[config.mk]
export PLATFORM = sky130hd
export DESIGN_NAME = fldiv_seq
export DESIGN_NICKNAME = d
export VERILOG_FILES = /design/src/rtl/fl_pkg.sv /design/src/rtl/fl_unpack.sv /design/src/rtl/fldiv_seq.sv
export SDC_FILE = /design/constraint.sdc
export NUM_CORES = 1
export LEC_CHECK = 0
export ABC_AREA = 1
export CORE_ASPECT_RATIO = 1.2
export CORE_UTILIZATION = 57
export DETAILED_ROUTE_END_ITERATION = 8
export PLACE_DENSITY_LB_ADDON = 0.05
export SLEW_MARGIN = 20
export SYNTH_ARGS = -nofsm -noshare
export SYNTH_HDL_FRONTEND = slang
export SYNTH_SLANG_ARGS = --single-unit
[constraint.sdc]
create_clock -name clk -period 2.75 [get_ports clk]
set_clock_uncertainty 0.15 [all_clocks]
set_input_delay 0.55 -clock clk [delete_from_list [all_inputs] [get_ports clk]]
set_output_delay 0.55 -clock clk [all_outputs]
set_load 0.02 [all_outputs]
[src/rtl/fl_pkg.sv]
// Shared single-precision float definitions for the butterfly datapath
// (multiplier and sequential divider).
package fl_pkg;
  localparam int          FL_BIAS = 127;
  localparam int          FL_EXP  = 8;
  localparam int          FL_MANT = 23;
  localparam logic [31:0] FL_QNAN = 32'h7FC0_0000;
  localparam logic [30:0] FL_INF  = 31'h7F80_0000;

  typedef enum logic [1:0] {NORMAL, ZERO, INF, NAN} fl_class_e;
  typedef enum logic [1:0] {IDLE, DIV, PACK} div_state_e;
endpackage

[src/rtl/fl_unpack.sv]
// Splits an IEEE-754 single into fields and classifies it; a zero exponent
// field is flushed to ZERO, so subnormals never reach the datapath.
module fl_unpack
  import fl_pkg::*;
(
  input  logic [31:0]        word,
  output logic               sign,
  output logic [FL_EXP-1:0]  exp,
  output logic [FL_MANT:0]   mant,
  output fl_class_e          cls
);
  logic [FL_MANT-1:0] frac;

  assign sign = word[31];
  assign exp  = word[30:23];
  assign frac = word[22:0];
  assign mant = {(exp != '0), frac};

  always_comb begin
    cls = NORMAL;
    if (exp == '0)             cls = ZERO;
    else if (exp == '1)        cls = (frac == '0) ? INF : NAN;
  end
endmodule

[src/rtl/fldiv_seq.sv]
// Sequential single-precision divider: restoring radix-2, one quotient bit
// per cycle, fixed 26-cycle latency, truncating rounding.
module fldiv_seq
  import fl_pkg::*;
#(
  parameter int QBITS = 25
) (
  input  logic        clk,
  input  logic        rst_n,
  input  logic        start,
  input  logic [31:0] a_operand,
  input  logic [31:0] b_operand,
  output logic        busy,
  output logic        done,
  output logic [31:0] result,
  output logic        div_by_zero
);
  logic              sa, sb;
  logic [FL_EXP-1:0] ea, eb;
  logic [FL_MANT:0]  ma, mb;
  fl_class_e         ca, cb;

  fl_unpack u_unpack_a (.word(a_operand), .sign(sa), .exp(ea), .mant(ma), .cls(ca));
  fl_unpack u_unpack_b (.word(b_operand), .sign(sb), .exp(eb), .mant(mb), .cls(cb));

  div_state_e         state;
  logic [4:0]         cnt;
  logic               sign_q;
  logic signed [9:0]  exp_q;
  logic [FL_MANT:0]   mb_q;
  logic [QBITS-1:0]   rem, q;
  logic               spec_q, spec_dbz_q;
  logic [31:0]        spec_res_q;

  // Special-case decision, taken on the operands at capture time
  logic        spec_d, spec_dbz_d;
  logic [31:0] spec_res_d;
  logic        sgn_d;
  assign sgn_d = sa ^ sb;

  always_comb begin
    spec_d     = 1'b1;
    spec_dbz_d = 1'b0;
    spec_res_d = {sgn_d, FL_INF};
    if (ca == NAN || cb == NAN || (ca == ZERO && cb == ZERO) || (ca == INF && cb == INF))
      spec_res_d = FL_QNAN;
    else if (ca == INF)
      spec_res_d = {sgn_d, FL_INF};
    else if (cb == ZERO)
      spec_dbz_d = 1'b1;
    else if (ca == ZERO || cb == INF)
      spec_res_d = {sgn_d, 31'd0};
    else
      spec_d = 1'b0;
  end

  logic signed [9:0] exp_d;
  assign exp_d = signed'({2'b00, ea}) - signed'({2'b00, eb}) + 10'sd127;

  // Remainder stays below 2*mb, so after a subtract it fits in 24 bits
  logic             ge;
  logic [QBITS-1:0] diff;
  assign ge   = (rem >= {1'b0, mb_q});
  assign diff = ge ? rem - {1'b0, mb_q} : rem;

  logic signed [9:0]  exp_n;
  logic [FL_MANT-1:0] mant_n;
  logic [31:0]        pack_res;
  assign exp_n  = q[QBITS-1] ? exp_q : exp_q - 10'sd1;
  assign mant_n = q[QBITS-1] ? q[FL_MANT:1] : q[FL_MANT-1:0];

  always_comb begin
    pack_res = {sign_q, exp_n[7:0], mant_n};
    if (exp_n >= 10'sd255)    pack_res = {sign_q, FL_INF};
    else if (exp_n <= 10'sd0) pack_res = {sign_q, 31'd0};
  end

  always_ff @(posedge clk or negedge rst_n) begin
    if (!rst_n) begin
      state       <= IDLE;
      cnt         <= '0;
      busy        <= 1'b0;
      done        <= 1'b0;
      result      <= '0;
      div_by_zero <= 1'b0;
      sign_q      <= 1'b0;
      exp_q       <= '0;
      mb_q        <= '0;
      rem         <= '0;
      q           <= '0;
      spec_q      <= 1'b0;
      spec_dbz_q  <= 1'b0;
      spec_res_q  <= '0;
    end else begin
      case (state)
        IDLE: begin
          done <= 1'b0;
          busy <= start;
          if (start) begin
            sign_q     <= sgn_d;
            exp_q      <= exp_d;
            mb_q       <= mb;
            rem        <= {1'b0, ma};
            q          <= '0;
            spec_q     <= spec_d;
            spec_dbz_q <= spec_dbz_d;
            spec_res_q <= spec_res_d;
            cnt        <= '0;
            state      <= DIV;
          end
        end
        DIV: begin
          q   <= {q[QBITS-2:0], ge};
          rem <= {diff[QBITS-2:0], 1'b0};
          cnt <= cnt + 5'd1;
          if (cnt == 5'(QBITS - 1)) state <= PACK;
        end
        PACK: begin
          result      <= spec_q ? spec_res_q : pack_res;
          div_by_zero <= spec_q & spec_dbz_q;
          done        <= 1'b1;
          state       <= IDLE;
        end
        default: state <= IDLE;
      endcase
    end
  end
endmodule

== Word-level counts from Yosys, hierarchy flattened ==
Index checks and enable logic that the tools add are counted.

* Output and inout bits: 35
* RAM bits: 0
* Bits in latches: 0
* Register bits after elaboration: 161
* Memories kept: 0
* Memory bits (read-only): 0
* Logic and storage cells: 88
* Input bits: 67

* Muxes and demuxes: 33
* Add/subtract/negate cells: 5
* Bitwise logic cells: 2
* Equal/unequal tests: 13
* Div/mod/pow operators: 0
* Order comparisons: 3
* Shift operators: 0
* Reductions and logical operators: 18
* Multipliers: 0

{| class="wikitable"
|+ Operator list
! operator !! number
|-
| $mux 31 || 5
|-
| $pmux 25 s2 || 2
|-
| $mux 32 || 2
|-
| $mux 25 || 2
|-
| $logic_not 23->1 || 2
|-
| $ge 25x24->1 || 1
|-
| $mux 24 || 1
|-
| $sub 24x24->24 || 1
|-
| $mux 23 || 1
|-
| $eq 8x8->1 const B || 2
|-
| $logic_not 8->1 || 2
|-
| $reduce_bool 8->1 || 2
|-
| $mux 2 || 6
|-
| $add 9x8->10 const B || 1
|-
| $eq 2x2->1 const B || 5
|-
| $ge 10x9->1 const B || 1
|-
| $le 10x1->1 const B || 1
|-
| $mux 10 || 1
|-
| $pmux 5 s2 || 1
|-
| $sub 10x2->10 const B || 1
|-
| $mux 1 || 9
|-
| $sub 8x8->9 || 1
|-
| $eq 2x1->1 const B || 3
|-
| $reduce_and 2->1 || 3
|-
| other kinds (12) || 18
|}

== Longest topological paths before layout ==
* Word-level depth: 10
* Gate-level depth with buffers: 16

== Cells and area by module ==
From an unflattened synthesis, not the netlist that was laid out.

* Cells, all modules: 1357
* Area, all modules: 9404.0 um^2

{| class="wikitable"
|+ By module, submodules not included
! module !! area an instance (um^2) !! cells each !! times used
|-
| fldiv_seq || 8650.8 || 1233 || 1
|-
| fl_unpack || 376.6 || 62 || 2
|}

== Worst setup path after synthesis ==
No wires, ideal clock.

* Path kind: input -> register
* From: in a_operand[23]
* To: reg exp_q[8]
* Stages on the path: 15
* Path buffers: 0
* Library setup time: 0.118 ns
* Arrival time: 2.153 ns
* Path slack: 0.329 ns
* Required time: 2.482 ns
* Cells stage by stage: inv_1 > ha_1 > inv_1 > fa_1 > inv_1 > ha_1 > inv_1 > nor2_1 > nand2_1 > nor2_1 > nand3_1 > nand2_1 > nand2_1 > nand3_1 > nand2_1

* Cells in the longest elaborated chain, start to end: 2

{| class="wikitable"
|+ RTL lines
! element !! line !! RTL
|-
| from (decl) || fldiv_seq.sv:11 || <nowiki>input logic [31:0] a_operand,</nowiki>
|-
| $sub 8x8->9 || fldiv_seq.sv:58 || <nowiki>assign exp_d = signed'({2'b00, ea}) - signed'({2'b00, eb}) + 10'sd127;</nowiki>
|-
| $add 9x8->10 || fldiv_seq.sv:58 ||
|-
| to (signal assigned) || fldiv_seq.sv:101 || <nowiki>exp_q <= exp_d;</nowiki>
|-
| to (decl) || fldiv_seq.sv:29 || <nowiki>logic signed [9:0] exp_q;</nowiki>
|}

Every way passes these cells.
A chain may end at the register's enable or synchronous reset.

== Worst setup path after layout ==
* From: reg mb_q[8]
* To: reg rem[19]

* Cells in the longest elaborated chain, start to end: 3
* Elaborated cells between the ends (all ways): 4
* Classes of those cells: 1 x add/sub; 1 x order compare; 2 x mux

{| class="wikitable"
|+ RTL lines
! element !! line !! RTL
|-
| from (decl) || fldiv_seq.sv:30 || <nowiki>logic [FL_MANT:0] mb_q;</nowiki>
|-
| from (signal assigned) || fldiv_seq.sv:102 || <nowiki>mb_q <= mb;</nowiki>
|-
| $sub 24x24->24 / $ge 25x24->1 (equally long branches) || fldiv_seq.sv:64, fldiv_seq.sv:63 ||
|-
| $mux 24 (*) || fldiv_seq.sv:64 || <nowiki>assign diff = ge ? rem - {1'b0, mb_q} : rem;</nowiki>
|-
| $pmux 25 s2 (*) || fldiv_seq.sv:95 || <nowiki>case (state)</nowiki>
|-
| to (signal assigned) || fldiv_seq.sv:103 || <nowiki>rem <= {1'b0, ma};</nowiki>
|-
| to (signal assigned) || fldiv_seq.sv:114 || <nowiki>rem <= {diff[QBITS-2:0], 1'b0};</nowiki>
|-
| to (decl) || fldiv_seq.sv:31 || <nowiki>logic [QBITS-1:0] rem, q;</nowiki>
|}

Mark *: on every way between the ends. The rest lies on a longest branch, timed or not.

==> key figures <==
Status
  – Status: finished, violations left
  – Violations in the final reports: hold timing

Place
  – Post-Place Cell Area: 10300 µm²
  – Post-DP HPWL: 17200 µm
  – # placed instances: 1604
  – Final RePlAce weighted congestion: 0.948
  – # port buffers: 101

Layout
  – FF+latch area: 3300 µm²
  – Final std cells w/o fill: 1636
  – Multi-input combinational cell area: 4530 µm²
  – NumNets Final: 1524
  – Finished Cell Area: 10900 µm²
  – Filler cells: 1316
  – N_diodes: 0
  – Share of cells above drive strength 1: 7.19%
  – Layout area overhead: 22.4%

Timing
  – Min Tclk post-route: 2.61 ns
  – WHS: -0.00468 ns
  – Slew Viols, Final: 0
  – Final Hold Vio Count: 11
  – Final period utilization: 94.9%
  – Fmax: 0.383 GHz
  – Worst-Margin Slew: 0.633 ns
  – Max-slew headroom: 57.7%
  – Setup Viol. Count Final: 0
  – Setup TNS: 0 ns

Synthesis
  – Post-synth EDFFs: 0
  – #FFs+latches synth: 132
  – Ys flop type: dfrtp_1
  – Avg Inst Size Synth: 6.79 µm²
  – Cell count after synthesis: 1309
  – Post-Syn Area: 8880 µm²
  – Post-synth ARST share: 100%
  – Syn. warnings: 0
  – Post-synthesis sequential area ratio: 37.2%
  – Syn nets: 1414
  – Yosys cell types: 41

Die
  – Full die area: 16100 µm²
  – Ports: 102
  – Die height: 139 µm
  – Die width: 116 µm
  – Core area: 15100 µm²
  – Row cnt: 49
  – Starting Density: 58.9%

Global routing
  – Number of global-route vias before repair: 8407
  – All-Layer GR Usage: 30.8%
  – Largest net degree at the start of global routing: 81
  – First-pass GRT wire length: 38700 µm
  – Initial antenna violation count: 0
  – Global route overflow: 0

Drt
  – Drt wl/cell: 14.0 µm
  – DR pass1 iterations: 5
  – DRC viols: 0
  – Vias: 8534
  – 1st-iter DRT viols: 514
  – Routed Antenna Nets: 0
  – Final WL: 23000 µm
  – Vias per cell: 5.22

Clocking
  – Postcts setup bufs: 0
  – # hold bufs at CTS: 0
  – CTS H-tree depth: 4
  – Num CTS Buffers: 17
  – Longest Clk Path Bufs: 2
  – Skew-Pair Late Insertion Delay: 0.43 ns
  – CTS root buffer: clkbuf_16
  – CTS sink cnt: 132
  – Worst-path clk slew: 0.06 ns
  – Post-cts sizing count: 0
  – TritonCTS clock tree: done

Critical path
  – Worst r2r src: mb_q[8]$_DFFE_PN0P_
  – Crit-path max FO: 5
  – Slowest Stage Delay on Critical Path: 0.37 ns
  – CP startpoint: mb_q[8]$_DFFE_PN0P_
  – Crit Path Class: flip-flop to flip-flop
  – Slowest-stage cell, CP: ha_1
  – Startpoint Class: flip-flop
  – CP Data Arrival Time: 2.79 ns
  – Critical Path RT: 2.93 ns
  – CP endpoint kind: flip-flop
  – CP dominant cell by count: nand2_1
  – CP cell instances: inv_1 -> ha_1 -> nand2_1 -> nor2_1 -> nand3_1 -> nand3_1 -> nand2_1 -> nand3_2 -> nand2_1 -> nand2_1 -> nand2_1 -> a21boi_0

Power and ir drop
  – Cell Pwr Density: 1260 nW/µm²
  – Leak Pwr: 0.00572 µW
  – Worst VDD drop: 0.784 mV

Run
  – Max Cap Viol: 0

Worst hold path
  – Hold Path Class: primary input to asynchronous set/reset pin
## kinds of logic after synthesis
logic type | Yosys count | share of synthesized area, %
fa+ha+maj | 38 | 5.52
buf+inv | 275 | 12.2
simple gates | 659 | 31.4
compound gates | 180 | 11.1
mux | 2 | 0.225
xor+xnor | 23 | 2.35
flops | 132 | 37.2
## per-stage QoR
| stage | power, µW | util, % | setup slack [ns] |
|---|---|---|---|
| 2_1_floorplan | 9280 | - | 0.329 |
| 3_3_place_gp | 11200 | 68.0 | -0.294 |
| 3_5_place_dp | 11400 | 68.0 | -0.365 |
| 4_1_cts | 13700 | 71.9 | 0.0749 |
| 5_1_grt | 15100 | 72.1 | -0.0157 |
| 6_report | 13700 | 72.1 | 0.140 |
## cell usage in the layout (no fill, tap or decap), types with 7 or more instances in the layout
cell	n
or2_2	7
dfrtp_1	132
nor3_1	7
nand3_1	103
o22ai_1	25
inv_1	224
nand2_1	392
xor2_1	12
nor2_2	8
nor2_1	94
ha_1	36
a21boi_0	8
clkdlybuf4s50_1	100
nand4_1	32
xnor2_1	9
clkbuf_16	17
buf_4	32
a21oi_1	37
o21ai_0	92
## cells in the mapped netlist, types with 9 or more instances
cell      count  area [µm²]
o21ai_0      92         460
nand4_1      32         200
xnor2_1       9        78.8
nand2_1     393        1480
o22ai_1      25         156
inv_1       225         845
xor2_1       13         114
clkbuf_1     29         109
a21oi_1      37         185
nand3_1     104         521
dfrtp_1     132        3300
ha_1         36         450
nor2_1       98         368
## sequential cells by signal, indices dropped and copies added (netlist names)
register	flops
state	2
rem	25
busy	1
result	32
exp_q	10
div_by_zero	1
spec_res_q	3
q	25
cnt	5
sign_q	1
spec_dbz_q	1
spec_q	1
mb_q	24
done	1
## area by class of cell
class                      count  share of cell area, %
clock inverter                14                   1.39
timing repair buffer         137                   12.3
tap                          204                   2.35
inverter                     229                   7.91
clock buffer                  18                   3.95
sequential                   132                   30.4
multi-input combinational    902                   41.7
## worst max-delay path: cells and delay by family, from the launching register on
family / cells / cell delay (ns)
fa+ha+maj: 1 / 0.37
buf+inv: 1 / 0.10
flops: 1 / 0.35
simple gates: 9 / 1.38
compound gates: 1 / 0.17
## report_power, final
group          internal [µW]  switching [µW]
clock                   1340             914
sequential              2730             490
combinational           3050            5220
## path summary, 6_finish.rpt
check                      cells after the start  slack [ns]                    end
min in group clk                               2        0.33  result[3]$_DFFE_PN0P_
hold / removal                                 1      -0.005  result[8]$_DFFE_PN0P_
hold reg to reg                                2        0.33  result[3]$_DFFE_PN0P_
setup / recovery                              12        0.14    rem[19]$_DFFE_PN0P_
setup reg to reg                              12        0.14    rem[19]$_DFFE_PN0P_
max in group asynchronous                      2        1.81   exp_q[6]$_DFFE_PN0P_
## layer usage
metal	GRT usage, %	wire (µm)	up-vias
met3	4.81	935	52
met2	54.6	12000	213
met4	12.8	797	0
li1	-	-	4358
met5	0	0	-
met1	36.4	9280	3911
Power figures use the tool's default switching activity.
